### src/rtl/system_rst_seq_if.sv
// Reset-sequencer signal bundle: button/soft reset requests, PLL handshake
// and the staged per-domain reset outputs.
interface system_rst_seq_if #(
  parameter int unsigned NUM_DOMAINS = 3
);
  logic                   ext_rst_n;
  logic                   soft_rst;
  logic                   pll_locked;
  logic                   pll_rst;
  logic [NUM_DOMAINS-1:0] dom_rst_n;
  logic                   sys_ready;
  logic [7:0]             lock_loss_cnt;

  modport master (
    input  ext_rst_n, soft_rst, pll_locked,
    output pll_rst, dom_rst_n, sys_ready, lock_loss_cnt
  );

  modport slave (
    output ext_rst_n, soft_rst, pll_locked,
    input  pll_rst, dom_rst_n, sys_ready, lock_loss_cnt
  );
endinterface

### src/rtl/system_rst_seq.sv
// PLL reset / lock-filter / staged domain-release sequencer with lock-loss,
// button-reset and soft-reset handling and a saturating lock-loss counter.
module system_rst_seq #(
  parameter int unsigned NUM_DOMAINS    = 3,
  parameter int unsigned PLL_RST_CYCLES = 16,
  parameter int unsigned LOCK_FILTER    = 1024,
  parameter int unsigned STAGE_DELAY    = 256
) (
  input  logic             clk,
  input  logic             rst,
  system_rst_seq_if.master bus
);

  localparam logic [2:0] ST_PLL_RST   = 3'd0;
  localparam logic [2:0] ST_WAIT_LOCK = 3'd1;
  localparam logic [2:0] ST_FILTER    = 3'd2;
  localparam logic [2:0] ST_RELEASE   = 3'd3;
  localparam logic [2:0] ST_RUN       = 3'd4;
  localparam logic [2:0] ST_SOFT_HOLD = 3'd5;

  localparam int unsigned HOLD_LEN = 2 * STAGE_DELAY;
  localparam int unsigned CNT_A    = (PLL_RST_CYCLES > LOCK_FILTER) ? PLL_RST_CYCLES : LOCK_FILTER;
  localparam int unsigned CNT_MAX  = (CNT_A > HOLD_LEN) ? CNT_A : HOLD_LEN;
  localparam int unsigned CW       = $clog2(CNT_MAX + 1);
  localparam int unsigned IW       = (NUM_DOMAINS > 1) ? $clog2(NUM_DOMAINS) : 1;

  localparam logic [CW-1:0] PLL_END   = CW'(PLL_RST_CYCLES);
  localparam logic [CW-1:0] FILT_END  = CW'(LOCK_FILTER - 1);
  localparam logic [CW-1:0] STAGE_END = CW'(STAGE_DELAY - 1);
  localparam logic [CW-1:0] HOLD_END  = CW'(HOLD_LEN - 1);
  localparam logic [IW-1:0] LAST_DOM  = IW'(NUM_DOMAINS - 1);

  logic [2:0]             state;
  logic [CW-1:0]          cnt;
  logic [IW-1:0]          idx;
  logic                   ext_s1;
  logic                   ext_s2;
  logic                   pll_rst_q;
  logic [NUM_DOMAINS-1:0] dom_q;
  logic                   ready_q;
  logic [7:0]             loss_q;
  logic                   armed;
  logic                   lock_lost;
  logic                   to_pll;

  assign armed     = (state == ST_RELEASE) || (state == ST_RUN) || (state == ST_SOFT_HOLD);
  assign lock_lost = armed && !bus.pll_locked;
  assign to_pll    = !ext_s2 || lock_lost;

  always_ff @(posedge clk) begin
    if (rst) begin
      state     <= ST_PLL_RST;
      cnt       <= '0;
      idx       <= '0;
      ext_s1    <= 1'b1;
      ext_s2    <= 1'b1;
      pll_rst_q <= 1'b1;
      dom_q     <= '0;
      ready_q   <= 1'b0;
      loss_q    <= '0;
    end else begin
      ext_s1 <= bus.ext_rst_n;
      ext_s2 <= ext_s1;
      if (to_pll) begin
        state     <= ST_PLL_RST;
        cnt       <= '0;
        idx       <= '0;
        pll_rst_q <= 1'b1;
        dom_q     <= '0;
        ready_q   <= 1'b0;
        // A button reset on the same edge masks the lock-loss count.
        if (ext_s2 && (loss_q != 8'hFF)) loss_q <= loss_q + 8'd1;
      end else begin
        case (state)
          ST_PLL_RST: begin
            if (cnt == PLL_END) begin
              state     <= ST_WAIT_LOCK;
              cnt       <= '0;
              pll_rst_q <= 1'b0;
            end else begin
              cnt <= cnt + 1'b1;
            end
          end
          ST_WAIT_LOCK: begin
            if (bus.pll_locked) begin
              state <= ST_FILTER;
              cnt   <= '0;
            end
          end
          ST_FILTER: begin
            if (!bus.pll_locked) begin
              state <= ST_WAIT_LOCK;
            end else if (cnt == FILT_END) begin
              state    <= ST_RELEASE;
              cnt      <= '0;
              idx      <= '0;
              dom_q[0] <= 1'b1;
            end else begin
              cnt <= cnt + 1'b1;
            end
          end
          ST_RELEASE: begin
            if (idx == LAST_DOM) begin
              state   <= ST_RUN;
              ready_q <= 1'b1;
            end else if (cnt == STAGE_END) begin
              cnt                <= '0;
              idx                <= idx + 1'b1;
              dom_q[idx + 1'b1]  <= 1'b1;
            end else begin
              cnt <= cnt + 1'b1;
            end
          end
          ST_RUN: begin
            if (bus.soft_rst) begin
              state   <= ST_SOFT_HOLD;
              cnt     <= '0;
              dom_q   <= '0;
              ready_q <= 1'b0;
            end
          end
          ST_SOFT_HOLD: begin
            // Hold time plus one stage spacing before domain 0 comes back.
            if (cnt == HOLD_END) begin
              state    <= ST_RELEASE;
              cnt      <= '0;
              idx      <= '0;
              dom_q[0] <= 1'b1;
            end else begin
              cnt <= cnt + 1'b1;
            end
          end
          default: begin
            state     <= ST_PLL_RST;
            cnt       <= '0;
            idx       <= '0;
            pll_rst_q <= 1'b1;
            dom_q     <= '0;
            ready_q   <= 1'b0;
          end
        endcase
      end
    end
  end

  assign bus.pll_rst       = pll_rst_q;
  assign bus.dom_rst_n     = dom_q;
  assign bus.sys_ready     = ready_q;
  assign bus.lock_loss_cnt = loss_q;

endmodule

### src/flat_wrapper.sv
// flat-port wrapper written by rule: the top's interface ports become plain ports
module system_rst_seq_flat 
#(
  parameter int unsigned NUM_DOMAINS    = 3,
  parameter int unsigned PLL_RST_CYCLES = 16,
  parameter int unsigned LOCK_FILTER    = 1024,
  parameter int unsigned STAGE_DELAY    = 256
)
  (clk, rst, bus_ext_rst_n, bus_soft_rst, bus_pll_locked, bus_pll_rst, bus_dom_rst_n, bus_sys_ready, bus_lock_loss_cnt);
  system_rst_seq_if #(.NUM_DOMAINS(NUM_DOMAINS)) bus_i ();
  input  logic clk;
  input  logic rst;
  input wire logic [$bits(bus_i.ext_rst_n)-1:0] bus_ext_rst_n;
  input wire logic [$bits(bus_i.soft_rst)-1:0] bus_soft_rst;
  input wire logic [$bits(bus_i.pll_locked)-1:0] bus_pll_locked;
  output wire logic [$bits(bus_i.pll_rst)-1:0] bus_pll_rst;
  output wire logic [$bits(bus_i.dom_rst_n)-1:0] bus_dom_rst_n;
  output wire logic [$bits(bus_i.sys_ready)-1:0] bus_sys_ready;
  output wire logic [$bits(bus_i.lock_loss_cnt)-1:0] bus_lock_loss_cnt;
  assign bus_i.ext_rst_n = bus_ext_rst_n;
  assign bus_i.soft_rst = bus_soft_rst;
  assign bus_i.pll_locked = bus_pll_locked;
  assign bus_pll_rst = bus_i.pll_rst;
  assign bus_dom_rst_n = bus_i.dom_rst_n;
  assign bus_sys_ready = bus_i.sys_ready;
  assign bus_lock_loss_cnt = bus_i.lock_loss_cnt;
  system_rst_seq #(.NUM_DOMAINS(NUM_DOMAINS), .PLL_RST_CYCLES(PLL_RST_CYCLES), .LOCK_FILTER(LOCK_FILTER), .STAGE_DELAY(STAGE_DELAY)) u_core (.clk(clk), .rst(rst), .bus(bus_i));
endmodule
### config.mk
export PLATFORM = sky130hd
export DESIGN_NAME = system_rst_seq_flat
export DESIGN_NICKNAME = d
export VERILOG_FILES = /design/src/rtl/system_rst_seq_if.sv /design/src/rtl/system_rst_seq.sv /design/src/flat_wrapper.sv
export SDC_FILE = /design/constraint.sdc
export NUM_CORES = 1
export LEC_CHECK = 0
export BUFFER_PORTS_ARGS = -buffer_cell sky130_fd_sc_hd__buf_2
export CAP_MARGIN = 20
export CORE_ASPECT_RATIO = 1.2
export CORE_UTILIZATION = 50
export CTS_BUF_LIST = sky130_fd_sc_hd__clkbuf_8
export DETAILED_ROUTE_END_ITERATION = 8
export MAX_ROUTING_LAYER = met4
export PLACE_DENSITY = 0.72
export SLEW_MARGIN = 0
export SYNTH_ARGS = -nofsm -noshare
export SYNTH_HDL_FRONTEND = slang
export SYNTH_SLANG_ARGS = --single-unit
### constraint.sdc
create_clock -name clk -period 2 [get_ports clk]
set_input_delay 0.1 -clock clk [delete_from_list [all_inputs] [get_ports clk]]
set_output_delay 0.1 -clock clk [all_outputs]
set_load 0.03 [all_outputs]
==> flow_summary.json <==
{
  "ys_warn_count": 0,
  "crit_type": "flop to flop",
  "crit_required_ps": 2180,
  "r2r-start": "u_core.cnt[1]",
  "min_period_over_period": 0.994,
  "area_growth_pct": 28.3,
  "postPlaceCellArea_um2": 2130,
  "ant_nets": 0,
  "final_cell_mix": "34 x buf_4, 29 x dfxtp_1, 21 x nor2_1, 17 x buf_2, 16 x a21oi_1",
  "fin_area_um2": 2300,
  "viasPerCell": 5.69,
  "holdPathStages": 2,
  "drv_cap": 0,
  "pwr_density_cell_nw_per_um2": 541,
  "min_from": "rst",
  "reg2reg_slack_ps": 10,
  "die_area_um2": 3830,
  "hold_violations": 0,
  "syn-cell-area_um2": 1790,
  "hold_class": "input port to flop",
  "pin_count": 18,
  "fin_skew_ps": 7.84,
  "async_flop_share": 0,
  "grt_pass1_wl_mm": 7.07,
  "clkSlewWorstSetupHoldPaths_ps": 70,
  "dp_slack_ps": -106,
  "dr_total_vias": 1752,
  "antenna_found_initial": 0,
  "cts_buffers": 5,
  "layout_setup_ws_ps": 12.2,
  "drtIter0Drc": 48,
  "p_leak_uw": 0.000948,
  "synth_nets": 232,
  "hold_end": "u_core.bus.lock_loss_cnt[7]",
  "ctsLongestPathBuffers": 2,
  "num-fill-cells": 289,
  "die_height_um": 67.6,
  "dp_hpwl_mm": 3.27,
  "place.gp.congestion": 0.908,
  "synth_cells": 220,
  "timing.rr.end": "u_core.cnt[3]",
  "layout_commonest_cell": "buf_4",
  "grt-ovfl-total": 0,
  "irDropWorstVdd_mv": 0.371,
  "nets": 282,
  "reg2regPathDepth": 8,
  "ys_ff_latch": 31,
  "synth_flop_cell": "dfxtp_1",
  "port_buffers": 17,
  "cts_tree": "done",
  "fp.coreArea_um2": 3400,
  "tightest_slew_ps": 394,
  "ctsHtreeMaxLevel": 2,
  "wirelength_mm": 4.36,
  "cts.sinks": 31,
  "status": "completed",
  "grt_usage": 0.253,
  "crit_path_end_kind": "flop",
  "drc": 0,
  "ys_types": 45,
  "ys_top_cells_by_area": "dfxtp_1 35%, xor2_1 5.9%, ha_1 4.9%",
  "slew_violations": 0,
  "crit_arrival_ps": 2170,
  "wl_per_cell_um": 14.2,
  "grt_max_degree": 13,
  "setup_viol": 0,
  "yosysTopAreaCell": "dfxtp_1",
  "fmaxAchievable_mhz": 503,
  "drive_gt1_frac": 0.306,
  "die_w_um": 56.7,
  "slew_headroom": 0.733,
  "clock_latency_ps": 290,
  "cts-root-buf": "clkbuf_8",
  "synth_edf_count": 0,
  "rows": 23,
  "synth_top_cell_area_share": 0.346,
  "first_pass_iters": 4,
  "initial_utilization": 0.528,
  "grt_pass1_vias": 1629,
  "crit_fanout": 4,
  "insertedDiodeCount": 0,
  "holdWs_ps": 108,
  "yosysSeqAreaShare": 0.346,
  "period_needed_ps": 1990,
  "rsz0062_at_grt": "true",
  "cp-start-kind": "flop",
  "syn_area_per_cell_um2": 8.15
}
synthesized netlist by cell type (all sizes together) (4+ instances only):
master	instances
a21oi	17
and2	5
and3	5
clkbuf	8
dfxtp	31
ha	7
inv	9
nand2	15
nand3	12
nand4	14
nor2	23
nor2b	6
nor3	6
o21ai	14
or3	4
xor2	12
per-stage QoR:
stage | utilization | setup TNS, ps | total power [µW] | std cells
after global placement | 0.627 | 0 | 702 | 297
after CTS | 0.668 | -129 | 1250 | 307
after detailed placement | 0.627 | -501 | 706 | 297
after floorplan | - | 0 | 680 | 220
after global routing | 0.678 | -554 | 1290 | 308
final | 0.678 | 0 | 1240 | 308
how the worst max path moves through the flow:
| stage | slack [ps] | depth (start not counted) | end | startpoint |
|---|---|---|---|---|
| 2_1_floorplan | 9 | 7 | u_core.cnt[7] | u_core.cnt[0] |
| 3_3_place_gp | 0.7 | 7 | u_core.state[0] | u_core.cnt[0] |
| 3_5_place_dp | -110 | 7 | u_core.state[0] | u_core.cnt[0] |
| 4_1_cts | -30 | 8 | u_core.cnt[3] | u_core.cnt[1] |
| 5_1_grt | -80 | 6 | u_core.idx[0] | u_core.cnt[0] |
| 6_report | 10 | 8 | u_core.cnt[3] | u_core.cnt[1] |
per-layer routing:
metal,track usage,wire length [µm],vias to the layer above
met4,0.166,162,0
met5,-,0,-
li1,-,-,883
met3,0.0364,124,16
met2,0.451,2190,36
met1,0.263,1880,817
critical path, cell delays in order (launching register included):
cell	delay, ps
dfxtp_2	330
inv_2	80
ha_4	130
or4b_4	470
o31ai_4	250
nand4_1	180
o21ai_2	240
buf_4	160
nor2_1	40
layout make-up:
type | instances | area, µm² | share of cell area
clock inverters | 1 | 3.75 | 0.00163
clock buffers | 7 | 96.3 | 0.0419
inverters | 9 | 33.8 | 0.0147
flip-flops and latches | 31 | 623 | 0.271
repair buffers | 52 | 350 | 0.152
well taps | 37 | 46.3 | 0.0201
multi-input cells | 171 | 1150 | 0.499
sequential cells by signal, indices dropped and copies added (netlist names):
name,flops
u_core.cnt,11
u_core.bus.sys_ready,1
u_core.bus.pll_rst,1
u_core.ext_s2,1
u_core.bus.dom_rst_n,3
u_core.bus.lock_loss_cnt,8
u_core.ext_s1,1
u_core.idx,2
u_core.state,3
timing repair:
item | 4_1_cts | 5_1_grt
setup endpoints to repair | 9 | 10
buffers inserted | 1 | 1
hold buffers | 1 | 0
pin swaps | 6 | 3
endpoints found under the hold margin | 1 | 0
gates resized for setup | 7 | 6
kinds of logic (layout without fill, tap and decap cells):
group	Yosys count	after routing	synth area share
AND/OR/NAND/NOR	108	108	0.334
AO/OA/AOI/OAI	42	42	0.163
flip-flops	31	31	0.346
buffers and inverters	18	69	0.0384
XOR/XNOR	13	13	0.0635
adder cells (fa/ha/maj)	7	7	0.0488
multiplexers	1	1	0.00558
power by group:
| part | total, µW | internal, µW | switching [µW] |
|---|---|---|---|
| logic | 69.8 | 33.1 | 36.7 |
| clock network | 543 | 309 | 235 |
| registers | 631 | 625 | 6.44 |
| total | 1240 | 967 | 278 |
No activity file was read; power rests on OpenSTA's default activity.
